### src/rtl/register_file.sv
// 32 x 32-bit RV32I integer register file: two combinational read ports, one write port, x0 reads zero.
// Optional macro REGFILE_BYPASS_EN adds write-first forwarding from the write port to both read ports.
module register_file #(
   parameter int DATA_WIDTH = 32,
   parameter int ADDR_WIDTH = 5
) (
   input  logic                  clk,
   input  logic                  rst_n,
   input  logic [ADDR_WIDTH-1:0] readRegister1,
   input  logic [ADDR_WIDTH-1:0] readRegister2,
   input  logic [ADDR_WIDTH-1:0] writeRegister,
   input  logic [DATA_WIDTH-1:0] writeData,
   input  logic                  writeEnable,
   output logic [DATA_WIDTH-1:0] readData1,
   output logic [DATA_WIDTH-1:0] readData2
);

   localparam int NREGS = 2**ADDR_WIDTH;

   // Entry 0 has no flop; only x1..x(N-1) are storage.
   logic [DATA_WIDTH-1:0] regs_q  [1:NREGS-1];
   logic [DATA_WIDTH-1:0] rd_view [0:NREGS-1];
   logic [NREGS-1:1]      we_dec;

   always_comb begin
      we_dec = '0;
      for (int i = 1; i < NREGS; i++)
         we_dec[i] = writeEnable && (writeRegister == ADDR_WIDTH'(i));
   end

   always_ff @(posedge clk or negedge rst_n) begin
      if (!rst_n) begin
         for (int i = 1; i < NREGS; i++) regs_q[i] <= '0;
      end else begin
         for (int i = 1; i < NREGS; i++)
            if (we_dec[i]) regs_q[i] <= writeData;
      end
   end

   always_comb begin
      rd_view[0] = '0;
      for (int i = 1; i < NREGS; i++) rd_view[i] = regs_q[i];
   end

`ifdef REGFILE_BYPASS_EN
   logic fwd_en;
   assign fwd_en = rst_n && writeEnable && (writeRegister != '0);

   assign readData1 = (fwd_en && readRegister1 == writeRegister) ? writeData : rd_view[readRegister1];
   assign readData2 = (fwd_en && readRegister2 == writeRegister) ? writeData : rd_view[readRegister2];
`else
   assign readData1 = rd_view[readRegister1];
   assign readData2 = rd_view[readRegister2];
`endif

endmodule

### config.mk
export PLATFORM = sky130hd
export DESIGN_NAME = register_file
export DESIGN_NICKNAME = d
export VERILOG_FILES = /design/src/rtl/register_file.sv
export SDC_FILE = /design/constraint.sdc
export NUM_CORES = 2
export LEC_CHECK = 0
export BUFFER_PORTS_ARGS = -buffer_cell sky130_fd_sc_hd__buf_2
export CAP_MARGIN = 5
export CORE_MARGIN = 5
export CORE_UTILIZATION = 30
export DETAILED_ROUTE_END_ITERATION = 16
export RECOVER_POWER = 100
export SETUP_SLACK_MARGIN = 0.2
export SLEW_MARGIN = 40
export SYNTH_ARGS = -nofsm -noshare
export SYNTH_HDL_FRONTEND = slang
export SYNTH_SLANG_ARGS = --single-unit
### constraint.sdc
create_clock -name clk -period 3.5 [get_ports clk]
set_clock_uncertainty 0.2 [all_clocks]
set_input_delay 0.7 -clock clk [delete_from_list [all_inputs] [get_ports clk]]
set_output_delay 0.7 -clock clk [all_outputs]
set_load 0.005 [all_outputs]
==> impl_metrics.toml <==
[grt]
grt-ovfl-total = 0
track_usage = 0.1895
grt_pass1_vias = 37500
grt_max_degree = 132
antenna_found_initial = 12
grt_pass1_wl_um = 264900

[placement]
port-buffer-count = 113
gp_congestion = 0.8099
dp_slack_ns = -0.4509
dp_hpwl_um = 107400
place_area_um2 = 58380
dp.cells = 5972

[timing]
rsz0062_at_grt = "yes"
setup_viol = 0
final.min_clock_period_ns = 3.486
finalMaxSlewViolations = 941
worst_slew_pin_slew_ns = 1.965
fin_ws_ns = 0.01393
setup_tns_ns = 0
relSlewSlack = -0.3100
fin_crit_sh = 0.9960
fmax_mhz = 286.9
holdWs_ns = 0.2631
finalHoldViolCount = 0

[synth]
synthArstFlopShare = 1.000
syn_inst = 3639
synth.ff_latch_count = 992
syn_nets = 3689
synthFlopType = "dfrtp_1"
synth_area_leaders = "dfrtp_1, mux2_2, mux4_2"
synth_largest_area_cell = "dfrtp_1"
synth_cell_types = 32
ys_warn_count = 0
synth_most_common_cell = "mux2_2"
avgSynthCellArea_um2 = 14.63
synth_top_area_frac = 0.4664
seq_area_frac_synth = 0.4664
synth_edf_count = 0
synth_area_um2 = 53230
synth_top_cells_by_count = "mux2_2, dfrtp_1, mux4_2, clkbuf_1, a22o_1"

[layout]
multiInputGateArea_um2 = 27350
final_area_um2 = 64010
syn_to_final_growth_pct = 20.25
post-route-util = 0.3630
fin_cells = 6253
fillers = 16720
largest_register_ffs = 992
seq_area_um2 = 24820
layout-drive-gt1-share = 0.5591
fin_nets = 3882

[worst_setup_path]
reg2reg_from = "rd_view[60]$_DFFE_PN0P_"
cp.arrival_ns = 2.59
r2r_setup_slack_ns = 2.40
path_class = "in2out"
setup.worst_path.start_class = "primary input"
worst_setup_path_end_kind = "output port"
path_max_fanout = 8
r2r_cells = 2
r2r_end = "rd_view[60]$_DFFE_PN0P_"
crit_required_ns = 2.60

[power_and_ir_drop]
totalPowerFinal_mw = 34.60
p_int_mw = 24.95
seqPwrFrac = 0.447
p_clk_frac = 0.323
powerDensity_nw_per_um2 = 540.5
power_frac_comb = 0.230
switching_share = 0.2790
p_leak_nw = 27.48
peakVddDrop_mv = 0.3549
p_switching_mw = 9.651

[routing]
routed_wl_um = 182300
drt-initial-drc-count = 3308
vias = 35860
ant_nets = 0
via_per_inst = 5.735
dr.pass1.iters = 5
routedWlPerCell_um = 29.15
drc = 0

[die]
fp.dieW_um = 431.2
initial_core_util = 0.3019
core_area_um2 = 176300
ios = 114
die_area_um2 = 186000
rows = 154
die_h_um = 431.2

[clock_tree]
h-tree-depth = 3
clock_sink_count = 992
cts_made_buffers = 100
cts_tree = "yes"
cts_root_buf = "clkbuf_16"
insertion_delay_ns = 0.70
cts_buffer_depth = 3
clk_pin_slew_ns = 0.07

[worst_hold_path]
hp-class = "in2async"

[run_status]
violations = "capacitance limit, slew limit"
outcome = "finished, violations left"

[job]
cap_violations = 20
## critical path: stages
cell and delay (ns):
buf_16 0.14, buf_12 0.16, buf_16 0.15, buf_16 0.15
buf_12 0.14, mux2i_1 0.12, o22ai_1 0.13, a211oi_1 0.08
buf_4 0.16, o31ai_1 0.40, buf_2 0.21
## layout make-up
type                    count  area share
diodes                      7   0.0002737
multi-input cells        2237      0.4274
clock buffers             144     0.04516
clock inverters            32    0.006842
flip-flops and latches    992      0.3878
well taps                2340     0.04574
repair buffers            499     0.08667
inverters                   2   0.0001368
## per-layer routing
metal	track usage	up-vias	share of wire
met1	0.2370	19440	0.39
met3	0.02486	446	0.060
met4	0.09549	6	0.058
li1	-	14500	-
met2	0.3233	1469	0.49
met5	0	-	0.00020
## cells by family (layout without fill, tap and decap cells)
kind of cell	after synthesis	count (layout)	share of synthesized area
mux	1600	1600	0.4160
flops	992	992	0.4664
compound gates	448	448	0.06318
buf+inv	410	677	0.03639
simple gates	189	189	0.01810
other cells	0	7	0
## worst max-delay path by stage
stage                                 from       endpoint  slack, ns  depth (start not counted)
after floorplan           readRegister1[0]  readData1[18]       0.43                          7
after global placement    readRegister1[0]  readData1[15]      -0.64                          9
after detailed placement  readRegister1[0]  readData1[28]      -0.45                          9
after CTS                 readRegister2[0]  readData2[22]       0.03                          8
after global routing      readRegister2[0]   readData2[3]       0.01                          9
final                     readRegister1[0]  readData1[30]       0.01                         11
## power groups by stage
stage	Combinational [mW]	Clock [mW]	Sequential [mW]
5_1_grt	8.50	11.8	15.7
2_1_floorplan	5.37	0	14.9
3_5_place_dp	7.39	0	15.6
4_1_cts	7.87	11.4	15.4
3_3_place_gp	7.23	0	15.5
6_report	7.97	11.2	15.5
## placed cells by master (no fill, tap or decap), types with 63 or more instances in the layout
master | synthesis | routed
mux2_2 | 1035 | 1034
mux4_2 | 384 | 384
a22o_1 | 192 | 192
buf_4 | 28 | 157
dfrtp_1 | 992 | 992
buf_12 | 0 | 65
nand2_1 | 79 | 69
clkbuf_16 | 0 | 113
o22ai_1 | 64 | 63
buf_2 | 137 | 80
mux2i_1 | 160 | 159
## timing repair
item | CTS | global route
endpoints found under the hold margin | 17 | 0
hold buffers | 1 | 0
resized for setup | 228 | 82
cloned | 20 | 11
endpoints found under the setup margin | 64 | 60
pin swaps | 76 | 75
setup buffers | 32 | 33
Power figures use the tool's default switching activity.
